[src/rtl/pending_event_dispatcher.sv]
// ---------------------------------------------------------------------------
// pending_event_dispatcher
//
// Latches NUM_INPUTS independent event bits into sticky pending flags and
// hands them back out one at a time over a valid/ready handshake. The
// consumer learns which inputs fired, not only that something fired.
// Service order is round-robin starting from the slot after the last one
// dispatched, so no input can be starved.
//
// Ports
//   clk           in   1            rising-edge clock
//   rst_n         in   1            synchronous reset, active-low
//   event_in      in   NUM_INPUTS   per-bit event pulses, sampled every cycle
//   evt_valid     out  1            dispatch offer valid
//   evt_ready     in   1            consumer accepts when evt_valid & evt_ready
//   evt_idx       out  IDX_W        index of the offered event
//   evt_onehot    out  NUM_INPUTS   one-hot of evt_idx, zero when !evt_valid
//   any_pending   out  1            OR of the pending flags
//   overflow      out  1            sticky: an event hit an already-set flag
//   overflow_clr  in   1            clears overflow (a new set wins)
// ---------------------------------------------------------------------------
module pending_event_dispatcher #(
    parameter int NUM_INPUTS = 8
) (
    input  logic                                          clk,
    input  logic                                          rst_n,
    input  logic [NUM_INPUTS-1:0]                         event_in,
    output logic                                          evt_valid,
    input  logic                                          evt_ready,
    output logic [((NUM_INPUTS > 1) ? $clog2(NUM_INPUTS) : 1)-1:0] evt_idx,
    output logic [NUM_INPUTS-1:0]                         evt_onehot,
    output logic                                          any_pending,
    output logic                                          overflow,
    input  logic                                          overflow_clr
);

    localparam int IDX_W = (NUM_INPUTS > 1) ? $clog2(NUM_INPUTS) : 1;

    typedef enum logic {
        IDLE  = 1'b0,
        OFFER = 1'b1
    } state_t;

    state_t                  state;
    logic [NUM_INPUTS-1:0]   pending;
    logic [NUM_INPUTS-1:0]   clr_mask;
    logic [IDX_W-1:0]        ptr;
    logic [IDX_W-1:0]        next_ptr;
    logic [IDX_W-1:0]        sel_idx;
    logic [IDX_W-1:0]        cand;
    logic [IDX_W:0]          sum;
    logic                    sel_found;
    logic                    accept;
    logic                    ovf_set;

    assign accept      = (state == OFFER) && evt_ready;
    assign clr_mask    = accept ? evt_onehot : '0;
    assign any_pending = |pending;

    // Only a flag that survives this cycle can be "hit twice"; an event on the
    // bit being accepted right now is a fresh event, not an overflow.
    assign ovf_set = |(event_in & pending & ~clr_mask);

    // Slot after the one just served, wrapping at the last input.
    assign next_ptr = (evt_idx == IDX_W'(NUM_INPUTS - 1)) ? '0 : evt_idx + IDX_W'(1);

    // Round-robin pick: first set flag scanning ptr, ptr+1, ... modulo
    // NUM_INPUTS. The sum is one bit wider so the wrap is a single subtract.
    // NOTE: every variable written here is given a default first so no path
    // leaves it unassigned, which would otherwise infer a latch.
    always_comb begin
        sel_found = 1'b0;
        sel_idx   = '0;
        sum       = '0;
        cand      = '0;
        for (int i = 0; i < NUM_INPUTS; i++) begin
            sum = {1'b0, ptr} + (IDX_W + 1)'(i);
            if (sum >= (IDX_W + 1)'(NUM_INPUTS)) begin
                sum = sum - (IDX_W + 1)'(NUM_INPUTS);
            end
            cand = sum[IDX_W-1:0];
            if (!sel_found && pending[cand]) begin
                sel_found = 1'b1;
                sel_idx   = cand;
            end
        end
    end

    // Pending flags and the sticky overflow bit.
    // NOTE: state is updated with non-blocking assignments so every register
    // samples the pre-edge values, independent of statement order.
    always_ff @(posedge clk) begin
        if (!rst_n) begin
            pending  <= '0;
            overflow <= 1'b0;
        end else begin
            pending <= (pending & ~clr_mask) | event_in;
            if (ovf_set) begin
                overflow <= 1'b1;
            end else if (overflow_clr) begin
                overflow <= 1'b0;
            end
        end
    end

    // Dispatch FSM. IDLE and OFFER alternate, so at most one dispatch every
    // two cycles; the offered flag stays set in pending until accepted.
    always_ff @(posedge clk) begin
        if (!rst_n) begin
            state      <= IDLE;
            ptr        <= '0;
            evt_valid  <= 1'b0;
            evt_idx    <= '0;
            evt_onehot <= '0;
        end else begin
            case (state)
                IDLE: begin
                    if (sel_found) begin
                        evt_idx    <= sel_idx;
                        evt_onehot <= NUM_INPUTS'(1) << sel_idx;
                        evt_valid  <= 1'b1;
                        state      <= OFFER;
                    end
                end
                OFFER: begin
                    // Offer is held untouched until the consumer takes it.
                    if (evt_ready) begin
                        evt_valid  <= 1'b0;
                        evt_onehot <= '0;
                        ptr        <= next_ptr;
                        state      <= IDLE;
                    end
                end
                default: state <= IDLE;
            endcase
        end
    end

endmodule
[config.mk]
export PLATFORM = sky130hd
export DESIGN_NAME = pending_event_dispatcher
export DESIGN_NICKNAME = d
export VERILOG_FILES = /design/src/rtl/pending_event_dispatcher.sv
export SDC_FILE = /design/constraint.sdc
export NUM_CORES = 1
export LEC_CHECK = 0
export CAP_MARGIN = 20
export CORE_MARGIN = 5
export CORE_UTILIZATION = 50
export DETAILED_ROUTE_END_ITERATION = 10
export PLACE_DENSITY = 0.72
export SLEW_MARGIN = 20
export SYNTH_ARGS = -nofsm -noshare
export SYNTH_HDL_FRONTEND = slang
export SYNTH_SLANG_ARGS = --single-unit
[constraint.sdc]
create_clock -name clk -period 4.39 [get_ports clk]
set_input_delay 0.439 -clock clk [delete_from_list [all_inputs] [get_ports clk]]
set_output_delay 0.439 -clock clk [all_outputs]
set_load 0.02 [all_outputs]
**Word level (Yosys, flattened, before mapping)**

Index checks and enable logic that the tools add are counted.

- Flip-flop bits (word level): 25
- Latch bits: 0
- Output and inout bits: 14
- ROM bits: 0
- Bits in writable memories: 0
- Logic and storage cells: 123
- Input port bits: 12
- Memories kept: 0

- Reductions and logical operators: 21
- Bitwise gates (word level): 6
- Multiply operators: 0
- Order comparisons: 16
- $add $sub $neg: 16
- Shift-type cells: 1
- Eq/ne operators: 3
- Mux-type cells: 53
- Divide/modulo/power cells: 0

Operators by type and width:

| kind | count |
|---|---|
| $mux 3 | 17 |
| $lt 3x4->1 const B | 8 |
| $ge 4x4->1 const B | 7 |
| $and 8x8->8 | 3 |
| $bmux 1 s3 | 8 |
| $mux 8 | 3 |
| $sub 3x1->3 const B | 8 |
| $mux 1 | 22 |
| $add 3x3->4 const B | 4 |
| $pmux 8 s2 | 1 |
| $reduce_or 8->1 | 2 |
| $add 3x2->4 const B | 2 |
| $logic_and 1x1->1 | 8 |
| $not 8->8 | 1 |
| $or 8x8->8 | 1 |
| $shl 1x3->8 const A | 1 |
| $logic_not 1->1 | 7 |
| $reduce_and 2->1 | 3 |
| $add 3x1->4 const B | 1 |
| $ge 3x4->1 const B | 1 |
| $ne 2x2->1 const B | 2 |
| $pmux 1 s2 | 2 |
| $add 3x1->3 const B | 1 |
| $eq 3x3->1 const B | 1 |
| other kinds (2) | 2 |

**Logic depth before layout (Yosys ltp)**

Gate-level depths: netlist (run 1).

- Depth in word-level cells: 29
- Mapped depth: 13
- Depth with buffers taken out: 9

**Worst setup path before layout (run 1)**

No wires, ideal clock.

- Path kind: register to register
- Start point: register ptr[1]
- End point: register evt_onehot[0]
- Cell stages (with the launch flop): 14
- Path buffers: 4
- Arrival time: 2898 ps
- Setup slack: 1405 ps
- Data required time: 4303 ps
- Library setup time: 87 ps
- Period minus slack after synthesis: 2985 ps
- Cell sequence: dfxtp_1 > buf_6 > buf_12 > inv_1 > ha_1 > buf_6 > buf_12 > mux2i_1 > mux4_2 > and4_4 > a211oi_2 > o211ai_1 > a211o_1 > o31ai_1

- Longest elaborated chain between the ends: 29
- Elaborated cells on any way between the ends: 82
- Those cells by class: add/sub: 15; order compare: 8; eq/ne: 1; shift: 1; mux: 42; reduce/logical: 15

Ends and longest elaborated chain:

| element | line | RTL |
|---|---|---|
| start, declared | 47 | `logic [IDX_W-1:0] ptr;` |
| start signal, assigned | 130 | `ptr <= next_ptr;` |
| branches (longest 29 deep; another with $add 3x1->4) | n/a |  |
| end signal, assigned | 120 | `evt_onehot <= NUM_INPUTS'(1) << sel_idx;` |
| end, declared | 31 | `output logic [NUM_INPUTS-1:0] evt_onehot,` |

Parallel ways; which one is timed is not known. The select of a mux whose other input is x is not followed.
A chain may end at the register's enable or synchronous reset.

**Worst setup path after layout (run 1)**

- Start point: register ptr[1]
- End point: register evt_onehot[6]

Same word-level chain as after synthesis.

==> results.py, run 1 <==
metrics = {
    "power": {
        "p_per_area_mw_per_mm2": 323,
        "ir_drop_v": 0.000219,
        "leakage_nw": 0.910,
    },
    "clocking": {
        "holdBufCountCts": 0,
        "postCtsResizedCells": 0,
        "h-tree-depth": 1,
        "cts_buffer_depth": 2,
        "clk_latency_ns": 0.27,
        "tritoncts": "yes",
        "cts-buffers-inserted": 3,
        "cts_setup_buffers": 0,
        "cts-root-buf": "clkbuf_8",
        "cts.sinks": 25,
        "cts.clk_slew.worst_paths_ns": 0.09,
    },
    "detailed_routing": {
        "drtAntennaViolNets": 0,
        "wl_per_cell_um": 18.8,
        "drt_wl_total_um": 5860,
        "vias": 2045,
        "viasPerCell": 6.58,
        "drt_iter0_markers": 207,
        "dr.pass1.iters": 5,
        "drc": 0,
    },
    "sta": {
        "fin_crit_sh_pct": 79.8,
        "final_max_slew_viol_count": 0,
        "worst_slew_pin_slew_ns": 0.694,
        "fmax_mhz": 286,
        "skew_ns": 0.00652,
        "rsz0062_at_grt": "false",
        "hold_viol_final": 0,
        "setup_viol": 0,
        "finalCriticalPeriod_ns": 3.50,
        "relSlewSlack_pct": 53.7,
        "setup_slack_ns": 0.888,
        "fin_tns_setup_ns": 0,
    },
    "min_path": {
        "hp-class": "reg -> reg",
    },
    "yosys": {
        "syn_area_per_cell_um2": 9.32,
        "synth_top_area_share_pct": 21.8,
        "yosysUniqueCellTypes": 56,
        "netlist_instances": 247,
        "ys_ff_latch": 25,
        "synth_area_leaders": "dfxtp_1 (22%), mux4_2 (12%), mux4_1 (6.9%)",
        "ys_seq_area_share_pct": 21.8,
        "synth_top_cell_by_area": "dfxtp_1",
        "synth_edf_count": 0,
        "synth_ff_type": "dfxtp_1",
        "mappedNetlistNets": 263,
        "synth.cell_area_mm2": 0.00230,
        "async_reset_ff_share_pct": 0,
        "ys_warn_count": 0,
    },
    "cells_and_area": {
        "drive_gt1_share_pct": 15.4,
        "area_growth_syn_to_layout_pct": 9.84,
        "seq_area_um2": 500,
        "diodes": 0,
        "fillCellCount": 405,
        "nets": 276,
        "multi_input_area_mm2": 0.00162,
    },
    "place": {
        "pre_cts_slack_ns": 1.02,
        "portBuffers": 25,
        "dp_hpwl_um": 4300,
        "gp_congestion": 0.934,
    },
    "grt": {
        "grt_max_degree": 33,
        "grt-ovfl-total": 0,
        "grt.total_usage_pct": 19.6,
        "grt_pass1_vias": 2009,
        "grt_pass1_wl_um": 9800,
        "antenna_found_initial": 0,
    },
    "flow_run": {
        "maxCapViolCount": 0,
    },
    "floorplanning": {
        "die_area_mm2": 0.00606,
        "core-area_mm2": 0.00441,
        "dieWidth_um": 77.8,
        "start_util_pct": 52.1,
        "io_pins": 26,
        "row_count": 24,
        "die_h_um": 77.8,
    },
    "setup_path": {
        "start_kind": "register",
        "worstSetupPathType": "reg -> reg",
        "cp.arrival_ns": 3.67,
        "critPathRequiredTime_ns": 4.56,
        "endpoint_kind": "register",
        "path_max_fanout": 15,
    },
    "outcome": {
        "status": "finished clean",
    },
}
## cells by family after synthesis
kind of cell	count (synthesis)	synth area share [%]
adders and majority gates	4	2.18
muxes	41	29.1
buffers and inverters	26	7.94
AOI/OAI and AO/OA	69	21.9
DFF	25	21.8
and+or+nand+nor	78	15.6
xor gates and xnor gates	4	1.52
## synthesized netlist by cell type (3+ instances only)
master,instances
nand2_1,22
o21ai_0,4
mux4_1,6
inv_1,5
dfxtp_1,25
nor2b_1,4
ha_1,4
mux2i_1,14
nand3_1,5
clkbuf_1,5
buf_6,4
clkbuf_2,4
o211ai_1,3
a21oi_1,16
mux4_2,12
a22oi_1,8
o31ai_1,8
nor3_1,6
nor2_1,29
buf_2,3
mux2_2,9
a21boi_0,8
## layout by cell type, fill, tap and decap left out, drive strengths merged, types with 5 or more instances in the layout
cell type,netlist,layout
clkdlybuf4s50,0,25
a21oi,16,16
dfxtp,25,25
o31ai,8,8
mux4,18,18
nor3,6,6
inv,6,6
nor2,29,29
nand3,5,5
o21ai,5,5
a21boi,8,8
nand2,22,22
mux2,9,9
mux2i,14,14
a22oi,8,8
## area by class of cell
type                    instances  share of cell area (%)
flip-flops and latches         25                    19.8
repair buffers                 28                    10.8
clock buffers                   3                    1.63
clock inverters                 1                   0.297
multi-input cells             196                    64.0
well taps                      52                    2.57
inverters                       6                   0.891
## flip-flops by register name, indices dropped and copies added (netlist names)
name and flops:
evt_onehot 8, evt_idx 3, ptr 3, evt_valid 1, state 1, pending 8
overflow 1
## path summary, 6_finish.rpt
check / start / to / slack [ns] / depth (start not counted)
max: ptr[1]$_SDFFE_PN0P_ / evt_onehot[6]$_SDFFE_PN0P_ / 0.89 / 9
min: evt_valid$_SDFFE_PN0P_ / evt_valid$_SDFFE_PN0P_ / 0.48 / 2
max reg2reg: ptr[1]$_SDFFE_PN0P_ / evt_onehot[6]$_SDFFE_PN0P_ / 0.89 / 9
min reg2reg: evt_valid$_SDFFE_PN0P_ / evt_valid$_SDFFE_PN0P_ / 0.48 / 2
## where the power goes
part	switching, W	leakage (nW)	internal (W)
clock network	0.0000741	0.0217	0.0000642
logic	0.000209	0.682	0.000181
registers	0.0000377	0.206	0.000251
## metrics by stage
| step | std cells | utilization (%) | instance area (um^2) | hold WS (ns) | power [W] |
|---|---|---|---|---|---|
| global route | 311 | 57.3 | 2530 | 0.514 | 0.000864 |
| finish | 311 | 57.3 | 2530 | 0.482 | 0.000816 |
| detailed placement | 307 | 56.2 | 2480 | 0.468 | 0.000677 |
| CTS | 311 | 57.3 | 2530 | 0.488 | 0.000814 |
| floorplan | 247 | - | 2300 | 0.491 | 0.000583 |
| global placement | 307 | 56.2 | 2480 | 0.458 | 0.000673 |
## per-layer routing
| metal | routed length [um] | GRT usage, % |
|---|---|---|
| met2 | 2550 | 29.4 |
| met3 | 399 | 3.59 |
| met5 | 0 | 0 |
| met4 | 99 | 6.01 |
| met1 | 2810 | 28.5 |
## critical path: stages, from the launching register on
cell	delay (ns)
dfxtp_1	0.34
inv_1	0.11
ha_1	0.76
mux4_2	0.64
a221oi_2	0.29
a32oi_1	0.22
o21ai_0	0.25
a2bb2oi_1	0.13
a211o_1	0.37
o31ai_1	0.30
Note: power is estimated with default switching activity, not from simulation.
==> run 2, diff against run 1 <==
==> constraint.sdc (replaced) <==
create_clock -name clk -period 3.5 [get_ports clk]
set_input_delay 0.35 -clock clk [delete_from_list [all_inputs] [get_ports clk]]
set_output_delay 0.35 -clock clk [all_outputs]
set_load 0.02 [all_outputs]
==> results.py, run 2 (same netlist as run 1, synthesis figures left out) <==
metrics = {
    "outcome": {
        "status": "finished clean",
    },
    "grt": {
        "antenna_found_initial": 0,
        "grt_pass1_wl_um": 10200,
        "grt_max_degree": 33,
        "grt_pass1_vias": 2034,
        "grt.total_usage_pct": 20.6,
        "grt-ovfl-total": 0,
    },
    "clocking": {
        "clk_latency_ns": 0.27,
        "cts_buffer_depth": 2,
        "postCtsResizedCells": 0,
        "holdBufCountCts": 0,
        "tritoncts": "yes",
        "h-tree-depth": 1,
        "cts.clk_slew.worst_paths_ns": 0.09,
        "cts.sinks": 25,
        "cts_setup_buffers": 0,
        "cts-root-buf": "clkbuf_8",
        "cts-buffers-inserted": 3,
    },
    "floorplanning": {
        "row_count": 24,
        "core-area_mm2": 0.00441,
        "die_area_mm2": 0.00606,
        "start_util_pct": 52.1,
        "die_h_um": 77.8,
        "io_pins": 26,
        "dieWidth_um": 77.8,
    },
    "setup_path": {
        "worstSetupPathType": "reg -> reg",
        "endpoint_kind": "register",
        "path_max_fanout": 8,
        "cp.arrival_ns": 3.22,
        "start_kind": "register",
        "critPathRequiredTime_ns": 3.69,
    },
    "sta": {
        "worst_slew_pin_slew_ns": 0.555,
        "fmax_mhz": 331,
        "setup_slack_ns": 0.478,
        "rsz0062_at_grt": "false",
        "whs_ns": 0.485,
        "fin_crit_sh_pct": 86.4,
        "setup_viol": 0,
        "finalCriticalPeriod_ns": 3.02,
        "final_max_slew_viol_count": 0,
        "fin_tns_setup_ns": 0,
        "relSlewSlack_pct": 63.0,
        "skew_ns": 0.00501,
        "hold_viol_final": 0,
    },
    "cells_and_area": {
        "final_area_mm2": 0.00254,
        "area_growth_syn_to_layout_pct": 10.5,
        "biggestRegsByFlops": "evt_onehot: 8 flops, pending: 8 flops",
        "final_common_cell": "nor2_1",
        "diodes": 0,
        "mostFrequentLayoutCells": "nor2_1 (29), dfxtp_1 (25), clkdlybuf4s50_1 (25)",
        "drive_gt1_share_pct": 16.1,
        "nets": 278,
    },
    "place": {
        "gp_congestion": 0.963,
        "portBuffers": 25,
        "dp_hpwl_um": 4460,
        "postPlaceCellArea_mm2": 0.00249,
        "pre_cts_slack_ns": 0.479,
    },
    "detailed_routing": {
        "vias": 2020,
        "wl_per_cell_um": 19.0,
        "viasPerCell": 6.45,
        "dr.pass1.iters": 6,
        "drtAntennaViolNets": 0,
        "drt_wl_total_um": 5960,
        "drt_iter0_markers": 165,
        "drc": 0,
    },
    "min_path": {
        "hp-class": "reg -> reg",
    },
    "power": {
        "leakage_nw": 0.920,
        "p_per_area_mw_per_mm2": 407,
        "ir_drop_v": 0.000329,
        "finalPower_w": 0.00104,
    },
    "flow_run": {
        "maxCapViolCount": 0,
    },
}
## run 2: path summary, 6_finish.rpt
path                                              from                          to  slack (ns)  cells after the start
worst max register to register     ptr[0]$_SDFFE_PN0P_  evt_onehot[1]$_SDFFE_PN0P_        0.48                     10
worst min register to register  evt_valid$_SDFFE_PN0P_      evt_valid$_SDFFE_PN0P_        0.48                      2
worst max-delay path               ptr[0]$_SDFFE_PN0P_  evt_onehot[1]$_SDFFE_PN0P_        0.48                     10
worst min-delay path            evt_valid$_SDFFE_PN0P_      evt_valid$_SDFFE_PN0P_        0.48                      2
## run 2: layer usage
layer / part of all wire, % / vias up / global-route usage (%)
met5: 0 / - / 0
met4: 2.3 / 0 / 6.87
met3: 5.8 / 14 / 1.97
met2: 47 / 88 / 33.5
met1: 45 / 944 / 28.5
li1: - / 974 / -
## run 2: where the power goes
part | switching (W) | total, W | internal [W] | leakage (nW)
Combinational | 0.000265 | 0.000496 | 0.000230 | 0.692
Clock | 0.0000978 | 0.000179 | 0.0000808 | 0.0217
Sequential | 0.0000467 | 0.000362 | 0.000315 | 0.206
Total | 0.000410 | 0.00104 | 0.000626 | 0.920
## run 2: critical path: stages (launching register included)
cell and delay [ns]:
dfxtp_1 0.35, inv_2 0.09, ha_1 0.36, buf_4 0.20
mux2i_1 0.16, mux4_2 0.56, and4_4 0.21, a211oi_2 0.21
o211ai_1 0.19, a211o_1 0.39, o31ai_1 0.23
## run 2: cell type report
cell class / instances / area [um^2]
fillers: 392 / 1870
multi-input cells: 196 / 1620
well taps: 52 / 65.1
flip-flops and latches: 25 / 500
clock inverters: 1 / 7.51
inverters: 6 / 22.5
repair buffers: 30 / 288
clock buffers: 3 / 41.3
## run 2: metrics by stage
step	cells	utilization, %
2_1_floorplan	247	-
3_3_place_gp	309	56.5
3_5_place_dp	309	56.5
4_1_cts	313	57.6
5_1_grt	313	57.6
6_report	313	57.6
==> run 3, diff against run 2 <==
--- a/config.mk
+++ b/config.mk
@@ -5,6 +5,7 @@
 export SDC_FILE = /design/constraint.sdc
 export NUM_CORES = 1
 export LEC_CHECK = 0
+export ABC_CLOCK_PERIOD_IN_PS = 3500
 export CAP_MARGIN = 20
 export CORE_MARGIN = 5
 export CORE_UTILIZATION = 50
@@ -14,3 +15,4 @@
 export SYNTH_ARGS = -nofsm -noshare
 export SYNTH_HDL_FRONTEND = slang
 export SYNTH_SLANG_ARGS = --single-unit
+export TNS_END_PERCENT = 50
==> results of run 3 <==
Final layout, timing and power as in run 2 (identical DEF).
